$ cat src/rtl/core_mau_pl.sv
// core_mau_pl: pipelined Wishbone memory access unit.
// Accepts load/store requests, issues them as pipelined bus strobes, keeps up to
// DEPTH requests in an in-order tracker and returns tagged, extended responses.
module core_mau_pl #(
  parameter int DW    = 32,
  parameter int AW    = 32,
  parameter int DEPTH = 4,
  parameter int RW    = 4
) (
  input  logic            clk,
  input  logic            rst,
  input  logic            req_valid,
  output logic            req_ready,
  input  logic            req_we,
  input  logic [1:0]      req_size,
  input  logic            req_signed,
  input  logic [AW-1:0]   req_addr,
  input  logic [DW-1:0]   req_wdata,
  input  logic [RW-1:0]   req_rd,
  output logic            wb_cyc,
  output logic            wb_stb,
  output logic            wb_we,
  output logic [AW-1:0]   wb_adr,
  output logic [DW/8-1:0] wb_sel,
  output logic [DW-1:0]   wb_dat_o,
  input  logic [DW-1:0]   wb_dat_i,
  input  logic            wb_ack,
  input  logic            wb_err,
  input  logic            wb_stall,
  output logic            rsp_valid,
  output logic [RW-1:0]   rsp_rd,
  output logic [DW-1:0]   rsp_data,
  output logic            rsp_err,
  output logic            mau_busy
);

  localparam int LB = DW / 8;
  localparam int OW = (LB > 1) ? $clog2(LB) : 1;
  localparam int PW = $clog2(DEPTH);
  localparam int CW = PW + 1;

  // Shift-aligned load data is cut to the access size, then sign/zero extended.
  function automatic logic [DW-1:0] extend_load(input logic [DW-1:0] sh,
                                                 input logic [1:0]    size,
                                                 input logic          sgn);
    logic [DW-1:0] r;
    logic          msb;
    int            nbits;
    case (size)
      2'b00:   nbits = 32'd8;
      2'b01:   nbits = 32'd16;
      default: nbits = 32'd32;
    endcase
    msb = 1'b0;
    for (int i = 0; i < DW; i++) msb = (i == nbits - 1) ? (sgn & sh[i]) : msb;
    for (int i = 0; i < DW; i++) r[i] = (i < nbits) ? sh[i] : msb;
    return r;
  endfunction

  // Tracker storage: one slot per outstanding request.
  logic [DEPTH-1:0] trk_we_q, trk_sgn_q, trk_lerr_q;
  logic [1:0]       trk_size_q [DEPTH];
  logic [OW-1:0]    trk_off_q  [DEPTH];
  logic [RW-1:0]    trk_rd_q   [DEPTH];

  logic [PW-1:0] wr_ptr_q, wr_ptr_d, rd_ptr_q, rd_ptr_d;
  logic [CW-1:0] count_q, count_d, bus_cnt_q, bus_cnt_d;

  logic          stb_q, stb_d, we_q, we_d, cyc_q, cyc_d;
  logic [AW-1:0] adr_q, adr_d;
  logic [LB-1:0] sel_q, sel_d;
  logic [DW-1:0] dat_q, dat_d;

  logic          rsp_valid_q, rsp_valid_d, rsp_err_q, rsp_err_d;
  logic [RW-1:0] rsp_rd_q, rsp_rd_d;
  logic [DW-1:0] rsp_data_q, rsp_data_d;

  logic          ready_s, push_s, lerr_s, retire_s, bus_push_s, bus_pop_s, rsp_err_s;
  logic          head_we_s, head_sgn_s, head_lerr_s;
  logic [1:0]    head_size_s;
  logic [OW-1:0] head_off_s;
  logic [RW-1:0] head_rd_s;
  logic [LB-1:0] sel_mask_s, sel_new_s;
  logic [DW-1:0] dat_new_s, load_s;

  assign head_we_s   = trk_we_q[rd_ptr_q];
  assign head_sgn_s  = trk_sgn_q[rd_ptr_q];
  assign head_lerr_s = trk_lerr_q[rd_ptr_q];
  assign head_size_s = trk_size_q[rd_ptr_q];
  assign head_off_s  = trk_off_q[rd_ptr_q];
  assign head_rd_s   = trk_rd_q[rd_ptr_q];

  // Decode the incoming request: local error, lane mask and replicated store data.
  always_comb begin
    case (req_size)
      2'b00:   lerr_s = 1'b0;
      2'b01:   lerr_s = req_addr[0] || (LB < 2);
      2'b10:   lerr_s = (req_addr[1:0] != 2'b00) || (LB < 4);
      default: lerr_s = 1'b1;
    endcase
    case (req_size)
      2'b00:   sel_mask_s = LB'(1);
      2'b01:   sel_mask_s = LB'(3);
      default: sel_mask_s = LB'(15);
    endcase
    sel_new_s = sel_mask_s << req_addr[OW-1:0];
    dat_new_s = {DW{1'b0}};
    for (int b = 0; b < LB; b++) begin
      case (req_size)
        2'b00:   dat_new_s[8*b +: 8] = req_wdata[7:0];
        2'b01:   dat_new_s[8*b +: 8] = req_wdata[8*(b%2) +: 8];
        default: dat_new_s[8*b +: 8] = req_wdata[8*(b%4) +: 8];
      endcase
    end
  end

  // Handshake, tracker bookkeeping, strobe generation and response formation.
  always_comb begin
    ready_s    = (count_q != CW'(DEPTH)) && (!stb_q || !wb_stall);
    push_s     = req_valid && ready_s;
    retire_s   = (count_q != {CW{1'b0}}) && (head_lerr_s || wb_ack || wb_err);
    bus_push_s = push_s && !lerr_s;
    bus_pop_s  = retire_s && !head_lerr_s;
    count_d    = count_q + CW'(push_s) - CW'(retire_s);
    bus_cnt_d  = bus_cnt_q + CW'(bus_push_s) - CW'(bus_pop_s);
    wr_ptr_d   = push_s   ? (wr_ptr_q + PW'(1)) : wr_ptr_q;
    rd_ptr_d   = retire_s ? (rd_ptr_q + PW'(1)) : rd_ptr_q;

    stb_d = stb_q;
    we_d  = we_q;
    adr_d = adr_q;
    sel_d = sel_q;
    dat_d = dat_q;
    if (stb_q && wb_stall) begin
      stb_d = 1'b1;
    end else if (bus_push_s) begin
      stb_d = 1'b1;
      we_d  = req_we;
      adr_d = req_addr & ~AW'(LB - 1);
      sel_d = sel_new_s;
      dat_d = dat_new_s;
    end else begin
      stb_d = 1'b0;
    end
    // Cycle stays up while any bus transfer is pending or outstanding.
    cyc_d = stb_d || (bus_cnt_d != {CW{1'b0}});

    load_s      = extend_load(wb_dat_i >> {head_off_s, 3'b000}, head_size_s, head_sgn_s);
    rsp_err_s   = head_lerr_s || wb_err;
    rsp_valid_d = retire_s && (!head_we_s || rsp_err_s);
    rsp_rd_d    = rsp_valid_d ? head_rd_s : {RW{1'b0}};
    rsp_err_d   = rsp_valid_d && rsp_err_s;
    rsp_data_d  = (rsp_valid_d && !rsp_err_s) ? load_s : {DW{1'b0}};
  end

  // State registers, tracker slot writes and registered outputs.
  always_ff @(posedge clk or negedge rst) begin
    if (!rst) begin
      wr_ptr_q    <= {PW{1'b0}};
      rd_ptr_q    <= {PW{1'b0}};
      count_q     <= {CW{1'b0}};
      bus_cnt_q   <= {CW{1'b0}};
      stb_q       <= 1'b0;
      we_q        <= 1'b0;
      cyc_q       <= 1'b0;
      adr_q       <= {AW{1'b0}};
      sel_q       <= {LB{1'b0}};
      dat_q       <= {DW{1'b0}};
      rsp_valid_q <= 1'b0;
      rsp_rd_q    <= {RW{1'b0}};
      rsp_data_q  <= {DW{1'b0}};
      rsp_err_q   <= 1'b0;
      trk_we_q    <= {DEPTH{1'b0}};
      trk_sgn_q   <= {DEPTH{1'b0}};
      trk_lerr_q  <= {DEPTH{1'b0}};
      for (int i = 0; i < DEPTH; i++) begin
        trk_size_q[i] <= 2'b00;
        trk_off_q[i]  <= {OW{1'b0}};
        trk_rd_q[i]   <= {RW{1'b0}};
      end
    end else begin
      wr_ptr_q    <= wr_ptr_d;
      rd_ptr_q    <= rd_ptr_d;
      count_q     <= count_d;
      bus_cnt_q   <= bus_cnt_d;
      stb_q       <= stb_d;
      we_q        <= we_d;
      cyc_q       <= cyc_d;
      adr_q       <= adr_d;
      sel_q       <= sel_d;
      dat_q       <= dat_d;
      rsp_valid_q <= rsp_valid_d;
      rsp_rd_q    <= rsp_rd_d;
      rsp_data_q  <= rsp_data_d;
      rsp_err_q   <= rsp_err_d;
      if (push_s) begin
        trk_we_q[wr_ptr_q]   <= req_we;
        trk_sgn_q[wr_ptr_q]  <= req_signed;
        trk_lerr_q[wr_ptr_q] <= lerr_s;
        trk_size_q[wr_ptr_q] <= req_size;
        trk_off_q[wr_ptr_q]  <= req_addr[OW-1:0];
        trk_rd_q[wr_ptr_q]   <= req_rd;
      end
    end
  end

  assign req_ready = ready_s;
  assign wb_cyc    = cyc_q;
  assign wb_stb    = stb_q;
  assign wb_we     = we_q;
  assign wb_adr    = adr_q;
  assign wb_sel    = sel_q;
  assign wb_dat_o  = dat_q;
  assign rsp_valid = rsp_valid_q;
  assign rsp_rd    = rsp_rd_q;
  assign rsp_data  = rsp_data_q;
  assign rsp_err   = rsp_err_q;
  assign mau_busy  = cyc_q || (count_q != {CW{1'b0}}) || rsp_valid_q;

endmodule

$ cat config.mk
export PLATFORM = sky130hd
export DESIGN_NAME = core_mau_pl
export DESIGN_NICKNAME = d
export VERILOG_FILES = /design/src/rtl/core_mau_pl.sv
export SDC_FILE = /design/constraint.sdc
export NUM_CORES = 1
export LEC_CHECK = 0
export ABC_AREA = 1
export BUFFER_PORTS_ARGS = -buffer_cell sky130_fd_sc_hd__buf_2
export CELL_PAD_IN_SITES_DETAIL_PLACEMENT = 0
export CELL_PAD_IN_SITES_GLOBAL_PLACEMENT = 2
export CORE_MARGIN = 2
export CORE_UTILIZATION = 33
export DETAILED_ROUTE_END_ITERATION = 12
export GPL_ROUTABILITY_DRIVEN = 0
export PLACE_DENSITY = 0.89
export SYNTH_ARGS = -nofsm -noshare
export SYNTH_HDL_FRONTEND = slang
export SYNTH_SLANG_ARGS = --single-unit
$ cat constraint.sdc
create_clock -name clk -period 4 [get_ports clk]
set_input_delay 0.4 -clock clk [delete_from_list [all_inputs] [get_ports clk]]
set_output_delay 0.4 -clock clk [all_outputs]
set_load 0.03 [all_outputs]
==> qor.yml <==
synthesis:
  synthSimpleGateAreaFrac_pct: 20.3
  synth_top_family_by_area: "simple AND/OR/NAND/NOR gates"
  netlist.area_leader.share_pct: 53.2
  syn-instance-count: 849
  yosys_warnings: 0
  ys_seq_elements: 161
  synth_compound_gate_area_share_pct: 14.7
  yosys.area.top_type: "dfrtp_1"
  yosysSeqAreaShare_pct: 53.2
  synth_mux_area_share_pct: 1.79
  synth_area_mm2: 0.00757
  synth-xor-area-share_pct: 0.694
  yosysUniqueCellTypes: 44
  synth_area_leaders: "dfrtp_1 (53%), nand2_1 (14%), o21ai_0 (3.6%)"
  synthAdderAreaFrac_pct: 2.35
  synth_area_per_cell_um2: 8.92
setup_path:
  reg2reg_depth: 15
  worstReg2RegEnd: "wb_cyc$_DFF_PN0_"
  crit_arrival_ns: 3.33
  startpoint_type: "flop"
  worstSetupPathType: "flop to flop"
  worstPathMaxFanout: 19
  r2r_slack_ns: 0.96
  r2r-start: "rd_ptr_q[0]$_DFFE_PN0N_"
  required_ns: 4.29
  crit_path_end_kind: "flop"
sta:
  fmax_ghz: 0.329
  rsz0062_at_grt: "no"
  period_minus_slack_ns: 3.04
  timing.final.ws_setup_ns: 0.958
  hold_viol: 0
  finalSetupTns_ns: 0
  fin_crit_sh_pct: 76.0
  setup_violations: 0
  slew_headroom_pct: 38.4
  worstMarginPinSlew_ns: 0.924
  finalClockSkew_ns: 0.00933
  slew_viol_final: 0
floorplanning:
  placementRows: 55
  ios: 221
  start_util_pct: 33.5
  dieArea_mm2: 0.0242
  core_area_mm2: 0.0226
  die_y_um: 155
  die_x_um: 155
placed_design:
  dp_slack_ns: 0.931
  post-dp-hpwl_um: 14500
  dpl-instance-area_mm2: 0.00879
  placed_cells: 1311
  portBuffers: 218
drt:
  vias: 6283
  antenna_left: 0
  first_pass_iters: 5
  drt_iter0_drc: 283
  vias_per_cell: 4.68
  wirelength_um: 20800
  wl_per_cell_um: 15.5
  drc: 0
cells_and_area:
  drive_gt1_share_pct: 30.2
  fin_area_mm2: 0.00944
  num-nets-final: 1168
  diodes: 0
  utilization_pct: 41.8
  area_growth_pct: 24.7
  stdcell_count: 1343
global_route:
  antenna_found_initial: 0
  grt_max_degree: 97
  gr-total-overflow: 0
  grtUsageTotal_pct: 17.5
  grt_pass1_wl_um: 33300
  grt_pass1_vias: 6171
cts:
  worst_setup_hold_path_clk_slew_ns: 0.07
  worstSkewPairLatency_ns: 0.42
  clockRootBuffer: "clkbuf_16"
  cts_buffers: 17
  post_cts_buffers: 0
  cts_resized: 0
  clkSinkCount: 161
  cts_tree: "built"
  ctsHoldBuffers: 0
  htree_levels: 4
  cts.path.max_buffers: 2
pwr:
  power_density_mw_per_mm2: 934
  ir_worst_vdd_mv: 0.313
  p_leak_uw: 0.00475
min_path:
  hold_class: "input port to async pin"
run_status:
  status: "finished, final reports clean"
run:
  maxCapViolCount: 0
## report_power, final
group	internal [uW]	switching, uW
logic	1300	3060
registers	2310	360
clock network	1100	698
total	4710	4110
## cell usage after synthesis, drive strengths merged
master	count
a211oi	2
a21boi	1
a21oi	50
a221oi	1
a311oi	2
a31oi	17
a41oi	8
and2	1
buf	34
clkbuf	14
clkinv	1
conb	1
dfrtp	161
fa	2
ha	11
inv	59
mux2	12
nand2	294
nand3	20
nand4	1
nor2	54
nor3	5
o211ai	5
o21a	20
o21ai	59
o221ai	4
o22ai	2
o31ai	1
or2	1
xnor2	2
xor2	4
## sequential cells by signal, summed over array words and instances (netlist names), 8 cells and up
register / cells
rsp_data: 32
trk_off_q: 8
trk_rd_q: 16
trk_size_q: 8
wb_adr: 30
wb_dat_o: 32
## how the worst max path moves through the flow
stage	from	end	slack, ns	depth (start not counted)
2_1_floorplan	wb_stb$_DFF_PN0_	wb_cyc$_DFF_PN0_	0.96	13
3_3_place_gp	rd_ptr_q[0]$_DFFE_PN0N_	wb_cyc$_DFF_PN0_	1.05	15
3_5_place_dp	rd_ptr_q[0]$_DFFE_PN0N_	wb_cyc$_DFF_PN0_	0.93	15
4_1_cts	rd_ptr_q[0]$_DFFE_PN0N_	wb_cyc$_DFF_PN0_	0.92	15
5_1_grt	rd_ptr_q[0]$_DFFE_PN0N_	wb_cyc$_DFF_PN0_	0.63	15
6_report	rd_ptr_q[0]$_DFFE_PN0N_	wb_cyc$_DFF_PN0_	0.96	15
## layer usage
metal	wire length (um)	global-route usage (%)	share of wire (%)	vias to the layer above
li1	-	-	-	3146
met1	9280	22.9	45	2953
met2	9660	27.5	47	165
met3	1500	6.10	7.2	19
met4	303	5.42	1.5	0
met5	0	0	0	-
## through the flow
step,power (uW),hold slack [ns]
after floorplan,6060,0.104
after global placement,7060,0.449
after detailed placement,7090,0.455
after CTS,8910,0.109
after global routing,9520,0.131
final,8820,0.0590
## area by class of cell
type	instances	area [um^2]
Multi-Input combinational cell	581	3020
Fill cell	2351	13100
Inverter	60	229
Timing Repair Buffer	224	1150
Tap cell	285	357
Sequential cell	161	4030
Clock inverter	11	178
Clock buffer	21	470
## kinds of logic (layout without fill, tap and decap cells)
group | count (synthesis) | in the layout
AND/OR/NAND/NOR | 376 | 376
AO/OA/AOI/OAI | 172 | 172
flip-flops | 161 | 161
buffers and inverters | 108 | 316
adder cells (fa/ha/maj) | 13 | 13
multiplexers | 12 | 12
XOR/XNOR | 6 | 6
other | 1 | 2
## cells in the final DEF (no fill, tap or decap), drive strengths merged
master	Yosys	layout
o21a	20	20
o31ai	1	1
conb	1	2
a31oi	17	17
xor2	4	4
clkinvlp	0	3
a41oi	8	8
a221oi	1	1
o21ai	59	59
mux2	12	12
a21oi	50	50
clkinv	1	4
ha	11	11
fa	2	2
nor3	5	5
nand2	294	294
bufinv	0	4
inv	59	60
and2	1	1
dfrtp	161	161
a211oi	2	2
clkbuf	14	21
nand3	20	20
o221ai	4	4
o22ai	2	2
xnor2	2	2
nand4	1	1
or2	1	1
a21boi	1	1
nor2	54	54
o211ai	5	5
a311oi	2	2
buf	34	224
## worst max-delay path, cell delays in order, from the launching register on
cell and delay (ns):
dfrtp_1 0.64, inv_4 0.18, o21ai_0 0.24, o22ai_2 0.12, nor2_4 0.16, nand2_1 0.07
nand2_1 0.09, or2_2 0.12, inv_1 0.04, ha_1 0.26, inv_1 0.03, ha_1 0.18
fa_1 0.37, xor2_1 0.18, nor3_1 0.16, nand3_1 0.08
No activity file was read; power rests on OpenSTA's default activity.
